File: config.mk
export PLATFORM = sky130hd
export DESIGN_NAME = mem_fill_arbiter
export DESIGN_NICKNAME = d
export VERILOG_FILES = /design/src/rtl/mem_arb_pkg.sv /design/src/rtl/fill_word_counter.sv /design/src/rtl/mem_fill_arbiter.sv
export SDC_FILE = /design/constraint.sdc
export NUM_CORES = 1
export LEC_CHECK = 0
export ABC_CLOCK_PERIOD_IN_PS = 2600
export BUFFER_PORTS_ARGS = -buffer_cell sky130_fd_sc_hd__buf_2
export CAP_MARGIN = 30
export CORE_ASPECT_RATIO = 0.75
export CORE_UTILIZATION = 25
export CTS_CLUSTER_DIAMETER = 30
export DETAILED_ROUTE_END_ITERATION = 10
export GPL_TIMING_DRIVEN = 1
export PLACE_DENSITY = 0.53
export SETUP_SLACK_MARGIN = 0.2
export SYNTH_ARGS = -nofsm -noshare
export SYNTH_HDL_FRONTEND = slang
export SYNTH_SLANG_ARGS = --single-unit
export TNS_END_PERCENT = 50
File: constraint.sdc
create_clock -name clk -period 2.6 [get_ports clk]
set_clock_uncertainty 0.15 [all_clocks]
set_input_delay 0.39 -clock clk [delete_from_list [all_inputs] [get_ports clk]]
set_output_delay 0.39 -clock clk [all_outputs]
set_load 0.1 [all_outputs]
File: src/rtl/mem_arb_pkg.sv
// Shared types and sizing for the memory fill arbiter.
//   state_e     : arbiter FSM states
//   BLOCK_WORDS : 16-bit words per cache block (power of 2)
//   OFF_BITS    : byte-offset bits within a block
package mem_arb_pkg;

   localparam int BLOCK_WORDS = 8;
   localparam int OFF_BITS    = $clog2(BLOCK_WORDS) + 1;

   typedef enum logic [1:0] {
      IDLE   = 2'd0,
      FILL_D = 2'd1,
      FILL_I = 2'd2,
      WRITE  = 2'd3
   } state_e;

endpackage

File: src/rtl/fill_word_counter.sv
// Word counter for a block fill.
//   clk, rst : clock, async active-high reset
//   clr_i    : synchronous clear (wins over en_i)
//   en_i     : advance by one
//   cnt_o    : current word index
//   last_o   : cnt_o is the final word of the block
module fill_word_counter #(
   parameter int W = 3
) (
   input  logic         clk,
   input  logic         rst,
   input  logic         clr_i,
   input  logic         en_i,
   output logic [W-1:0] cnt_o,
   output logic         last_o
);

   logic [W-1:0] cnt_q, cnt_d;

   always_comb begin
      cnt_d = cnt_q;
      if (clr_i)     cnt_d = '0;
      else if (en_i) cnt_d = cnt_q + 1'b1;
   end

   always_ff @(posedge clk or posedge rst) begin
      if (rst) cnt_q <= '0;
      else     cnt_q <= cnt_d;
   end

   assign cnt_o  = cnt_q;
   assign last_o = &cnt_q;

endmodule

File: src/rtl/mem_fill_arbiter.sv
// Sole master of the 16-bit single-ported main memory. Arbitrates D-cache
// stores, D-cache block fills and I-cache block fills (in that priority) and
// streams each filled word back to the requesting cache.
//   icache_miss/addr, dcache_miss/addr : block fill requests (level)
//   dcache_wr/_wr_addr/_wr_data        : store request (level)
//   mem_*                              : memory interface, mem_data_out is a combinational read
//   fill_data/idx/we_i/we_d            : returned word toward the caches
//   icache_done, dcache_done, wr_done  : 1-cycle completion pulses
//   busy                               : an operation is in progress
module mem_fill_arbiter
   import mem_arb_pkg::*;
#(
   parameter int ADDR_WIDTH  = 16,
   parameter int BLOCK_WORDS = mem_arb_pkg::BLOCK_WORDS
) (
   input  logic                           clk,
   input  logic                           rst,
   input  logic                           icache_miss,
   input  logic [ADDR_WIDTH-1:0]          icache_addr,
   input  logic                           dcache_miss,
   input  logic [ADDR_WIDTH-1:0]          dcache_addr,
   input  logic                           dcache_wr,
   input  logic [ADDR_WIDTH-1:0]          dcache_wr_addr,
   input  logic [15:0]                    dcache_wr_data,
   output logic [ADDR_WIDTH-1:0]          mem_addr,
   output logic [15:0]                    mem_data_in,
   output logic                           mem_enable,
   output logic                           mem_wr,
   input  logic [15:0]                    mem_data_out,
   output logic [15:0]                    fill_data,
   output logic [$clog2(BLOCK_WORDS)-1:0] fill_idx,
   output logic                           fill_we_i,
   output logic                           fill_we_d,
   output logic                           icache_done,
   output logic                           dcache_done,
   output logic                           wr_done,
   output logic                           busy
);

   localparam int IDX_W  = $clog2(BLOCK_WORDS);
   localparam int OFFB   = IDX_W + 1;
   localparam int BASE_W = ADDR_WIDTH - OFFB;

   state_e                  state_q, state_d;
   logic [BASE_W-1:0]       base_q, base_d;
   logic [ADDR_WIDTH-2:0]   waddr_q, waddr_d;
   logic [15:0]             wdata_q, wdata_d;
   logic [IDX_W-1:0]        cnt;
   logic                    cnt_last, cnt_clr, cnt_en;

   fill_word_counter #(.W(IDX_W)) u_cnt (
      .clk    (clk),
      .rst    (rst),
      .clr_i  (cnt_clr),
      .en_i   (cnt_en),
      .cnt_o  (cnt),
      .last_o (cnt_last)
   );

   always_ff @(posedge clk or posedge rst) begin
      if (rst) begin
         state_q <= IDLE;
         base_q  <= '0;
         waddr_q <= '0;
         wdata_q <= '0;
      end else begin
         state_q <= state_d;
         base_q  <= base_d;
         waddr_q <= waddr_d;
         wdata_q <= wdata_d;
      end
   end

   always_comb begin
      state_d     = state_q;
      base_d      = base_q;
      waddr_d     = waddr_q;
      wdata_d     = wdata_q;
      cnt_clr     = 1'b0;
      cnt_en      = 1'b0;
      mem_addr    = '0;
      mem_data_in = '0;
      mem_enable  = 1'b0;
      mem_wr      = 1'b0;
      fill_data   = '0;
      fill_idx    = '0;
      fill_we_i   = 1'b0;
      fill_we_d   = 1'b0;
      icache_done = 1'b0;
      dcache_done = 1'b0;
      wr_done     = 1'b0;

      case (state_q)
         IDLE: begin
            // Request inputs are captured here and ignored until completion.
            if (dcache_wr) begin
               state_d = WRITE;
               waddr_d = dcache_wr_addr[ADDR_WIDTH-1:1];
               wdata_d = dcache_wr_data;
            end else if (dcache_miss) begin
               state_d = FILL_D;
               base_d  = dcache_addr[ADDR_WIDTH-1:OFFB];
            end else if (icache_miss) begin
               state_d = FILL_I;
               base_d  = icache_addr[ADDR_WIDTH-1:OFFB];
            end
         end
         FILL_D, FILL_I: begin
            mem_enable = 1'b1;
            mem_addr   = {base_q, cnt, 1'b0};
            fill_data  = mem_data_out;
            fill_idx   = cnt;
            fill_we_d  = (state_q == FILL_D);
            fill_we_i  = (state_q == FILL_I);
            cnt_en     = 1'b1;
            if (cnt_last) begin
               dcache_done = (state_q == FILL_D);
               icache_done = (state_q == FILL_I);
               cnt_clr     = 1'b1;
               state_d     = IDLE;
            end
         end
         WRITE: begin
            mem_enable  = 1'b1;
            mem_wr      = 1'b1;
            mem_addr    = {waddr_q, 1'b0};
            mem_data_in = wdata_q;
            wr_done     = 1'b1;
            state_d     = IDLE;
         end
         default: state_d = IDLE;
      endcase
   end

   assign busy = (state_q != IDLE);

endmodule

== Word level (Yosys, flattened, before mapping) ==
Cells that the tools add are included.

* Add/subtract/negate cells: 1
* Equal/unequal tests: 5
* Multiplexer cells: 24
* Bitwise operators: 1
* Reductions and logical operators: 10

{| class="wikitable"
|+ Operators by type and width
! operator !! count
|-
| $mux 16 || 2
|-
| $pmux 16 s2 || 1
|-
| $mux 12 || 2
|-
| $mux 1 || 11
|-
| $mux 3 || 3
|-
| $mux 2 || 4
|-
| $pmux 2 s3 || 1
|-
| $reduce_and 3->1 || 2
|-
| $reduce_bool 2->1 || 3
|-
| $eq 2x2->1 const B || 2
|-
| $ne 4x4->1 const B || 1
|-
| $reduce_and 2->1 || 2
|-
| $add 3x1->3 const B || 1
|-
| $reduce_or 3->1 || 1
|-
| $eq 2x1->1 const B || 1
|-
| $logic_not 2->1 || 1
|-
| $ne 2x2->1 const B || 1
|-
| $reduce_or 2->1 || 1
|-
| $not 1->1 || 1
|}

* Register bits after elaboration: 48
* Bits of input ports: 85
* Output and inout bits: 59
* Word-level logic and storage cells: 46

== Logic depth before layout (Yosys ltp) ==
* Depth after elaboration: 5
* Gate-level depth with buffers: 7
* Gate-level depth less buffers: 5

== Hierarchy ==
Synthesis repeated with hierarchy kept, for this count alone.

* Cells, all modules: 219
* Area, all modules: 2,667.6 µm²

{| class="wikitable"
|+ By module, submodules not included
! module !! instances !! cells each !! area each (µm²) !! sequential area each (µm²)
|-
| mem_fill_arbiter || 1 || 207 || 2,523.7 || 1,126.1
|-
| fill_word_counter || 1 || 12 || 143.9 || 75.1
|}

== Worst setup path after synthesis ==
OpenSTA, ideal clock, no wires.

* Path type: reg-to-output
* Start: register state_q[0]
* End: output port mem_addr[1]
* Arrival: 3.146 ns
* Slack: -1.086 ns
* Stages on the path, launching flop included: 7
* Buffers on the path: 1
* Cells stage by stage: dfrtp_1 inv_1 ha_1 buf_2 and2_1 a21oi_1 nor2_1

* Cells in the longest elaborated chain, start to end: 3
* Elaborated cells between the ends (all ways): 5

{| class="wikitable"
|+ RTL lines
! item !! line !! RTL
|-
| from (decl) || mem_fill_arbiter.sv:44 || <nowiki>state_e state_q, state_d;</nowiki>
|-
| from (signal assigned) || mem_fill_arbiter.sv:67 || <nowiki>state_q <= state_d;</nowiki>
|-
| $eq 2x1->1 or $eq 2x2->1 (tied branches) || mem_fill_arbiter.sv:93 || <nowiki>case (state_q)</nowiki>
|-
| $reduce_or 2->1 || mem_fill_arbiter.sv:93 ||
|-
| $pmux 16 s2 (*) || mem_fill_arbiter.sv:93 ||
|-
| to (decl) || mem_fill_arbiter.sv:25 || <nowiki>output logic [ADDR_WIDTH-1:0] mem_addr,</nowiki>
|}

Every way passes the cells marked *; elsewhere a longest branch is shown, timed or not.

== Worst setup path after layout ==
* Start: register state_q[1]
* End: output port mem_addr[1]

The elaborated chain is that of the path after synthesis.

==> impl_results.md <==
* Crit path launch type: flop
* Port-buffer cells at around 130
* Vias in the first global route at about 2100
* Iteration count of the initial detailed-routing pass at 3
* Syn Std Cell Area at approximately 0.0027 mm²
* Post-synthesis cell count at 221
* Worst Path Arrival at 1.76 ns
* RSZ-0062 raised after global routing: false
* Commonest cells after routing, fill and taps aside: buf_2, dfrtp_1, mux2_2
* Row count at 32
* Outcome: finished clean
* Post-DR wirelength/cell at about 14 µm
* N_diodes at 0
* Crit end category: output port
* Routed WL at roughly 6900 µm
* CTS tree: built
* Die width at approximately 120 µm
* Total clock buffers created by CTS at 5
* Fillcell total at about 1000
* Initial DRC Count at 45
* Layout Area Growth over Synthesis at 52.82%
* Slew margin rel. at between 50% and 60%
* H-tree depth at 2
* CTS root buf: clkbuf_16
* Post-synthesis sequential area ratio at 44.67%
* Clock Pin Slew Worst Setup and Hold Paths at 0.06 ns
* Hold-fix buffers at CTS at 0
* Multi-input gate area at approximately 0.0015 mm²
* Hold Path Class: input port to asynchronous set/reset pin
* Gpl congestion at 0.6860
* Critical Path RT at ~2.1 ns
* Post-synthesis area per instance at 12.17 µm²
* Final Hold Fails at 0
* Post-DP HPWL at roughly 5100 µm
* Worst slew pin tran at 0.6032 ns
* Slowest cell on crit path: dfrtp_2
* Crit path cell chain: inv_2 -> ha_4 -> buf_6 -> and2_4 -> a21oi_2 -> nor2_4 -> buf_12
* Longest Clk Path Bufs at 2
* GRT Total Usage at around 13%
* Antenna violations before repair at 0
* Layout cells sized above 1 at between 60% and 70%
* Flops & latches, synth at 48
* Largest net degree at the start of global routing at 32
* Finish-stage setup viols at 0
* Max Slew Vio Count at 0
* Die area at between 0.01 and 0.015 mm²
* Commonest non-fill, non-tap cell in the layout: buf_2
* Crit Path Class: flop to output port
* Post-synthesis net count at approximately 320
* Post-route ant nets at 0
* Setup slack, reg-to-reg at 0.47 ns
* Post-layout min period at around 2.3 ns
* Core Box Area at between 0.01 and 0.015 mm²
* Vias/cell at about 4.3
* Via count at around 2100
* Die Y-Extent at 91.82 µm
* Ports at approximately 140
* Congestion Overflow GR at 0
* Fmax at between 400 and 500 MHz
* Register area at roughly 0.0012 mm²
* DRC at 0
* Setup TNS at 0 ns
* First-pass GRT wire length at between 10000 and 15000 µm
* Period utilization at between 80 and 90%
* Clock Sinks at 48
* Slowest cell delay on critical path at 0.43 ns
* MaxCap Viol Count at 0
* CP max FO at 10
* Distinct cells, synth at 25
* # nets final at ~450
* Worst-Skew Late Latency at roughly 0.27 ns
* Syn. warnings at 0
* Initial core utilization at 25.93%
## final timing paths
path / startpoint / cells after the start / end
hold reg to reg: wdata_q[13]$_DFFE_PP0P_ / 1 / wdata_q[13]$_DFFE_PP0P_
min in group clk: dcache_wr_addr[9] / 2 / waddr_q[8]$_DFFE_PP0P_
hold / removal: rst / 2 / wdata_q[8]$_DFFE_PP0P_
setup reg to reg: state_q[1]$_DFFE_PP0P_ / 6 / base_q[4]$_DFFE_PP0P_
max in group asynchronous: rst / 3 / state_q[1]$_DFFE_PP0P_
setup / recovery: state_q[1]$_DFFE_PP0P_ / 7 / mem_addr[1]
## state kept, by name (all words and copies together), names as in the netlist
register / count
base_q: 12
state_q: 2
u_cnt.cnt_o: 3
waddr_q: 15
wdata_q: 16
## cell families after synthesis
kind of cell | after synthesis | synth area share, %
simple gates | 58 | 12.38
compound gates | 20 | 5.165
mux | 58 | 26.66
flops | 48 | 44.67
fa+ha+maj | 11 | 5.119
other cells | 1 | 0.1395
buf+inv | 25 | 5.863
## final cells by class
class | instances | share of cell area, %
well taps | 136 | 4.141
clock inverters | 1 | 0.1827
repair buffers | 145 | 25.97
clock buffers | 7 | 3.471
flip-flops and latches | 48 | 29.29
inverters | 9 | 0.8831
multi-input cells | 148 | 36.05
## per-layer routing
layer  vias to the layer above  GRT usage [%]  share of wire [%]
li1                       1017              -                  -
met1                      1028          15.30                 43
met4                         0          2.160               0.20
met3                         2          3.856                8.0
met2                        93          21.75                 48
met5                         -              0                  0
## Yosys cell counts (all sizes together)
library cell	number	share of area, %
a21o	1	0.28
a21oi	3	0.56
a22oi	12	3.4
a32oi	1	0.33
and2	35	8.1
and3	2	0.47
buf	10	3.7
clkbuf	6	0.84
conb	1	0.14
dfrtp	48	45
ha	11	5.1
inv	9	1.3
mux2	55	26
mux2i	3	1.1
nand2	3	0.42
nand2b	1	0.23
nor2	16	2.5
nor3	1	0.61
o21ai	1	0.19
o22ai	2	0.47
## critical path: cells and delay by family (launching register included)
family	cells	cell delay, ns
buf+inv	3	0.44
compound gates	1	0.14
simple gates	2	0.23
flops	1	0.43
fa+ha+maj	1	0.24
## metrics by stage
step	hold WS [ns]	util, %	cell area, µm²	cells	worst slack (ns)
final	0.02716	39.62	4109	494	0.3048
after global routing	0.07579	39.62	4109	494	0.2146
after CTS	0.04711	39.30	4075	492	0.2249
after detailed placement	0.3347	37.03	3840	480	0.2923
after global placement	0.3289	37.03	3840	480	0.3308
after floorplan	0.3204	-	2835	221	0.1660
## what timing repair did
item / CTS / global route
setup buffers: 4 / 2
gates resized for setup: 13 / 5
pin swaps: 1 / 0
endpoints found under the setup margin: 35 / 20
Power is left out: the tool's default activity adds up to more than one toggle a clock period on the data nets, which glitch-free logic cannot reach.
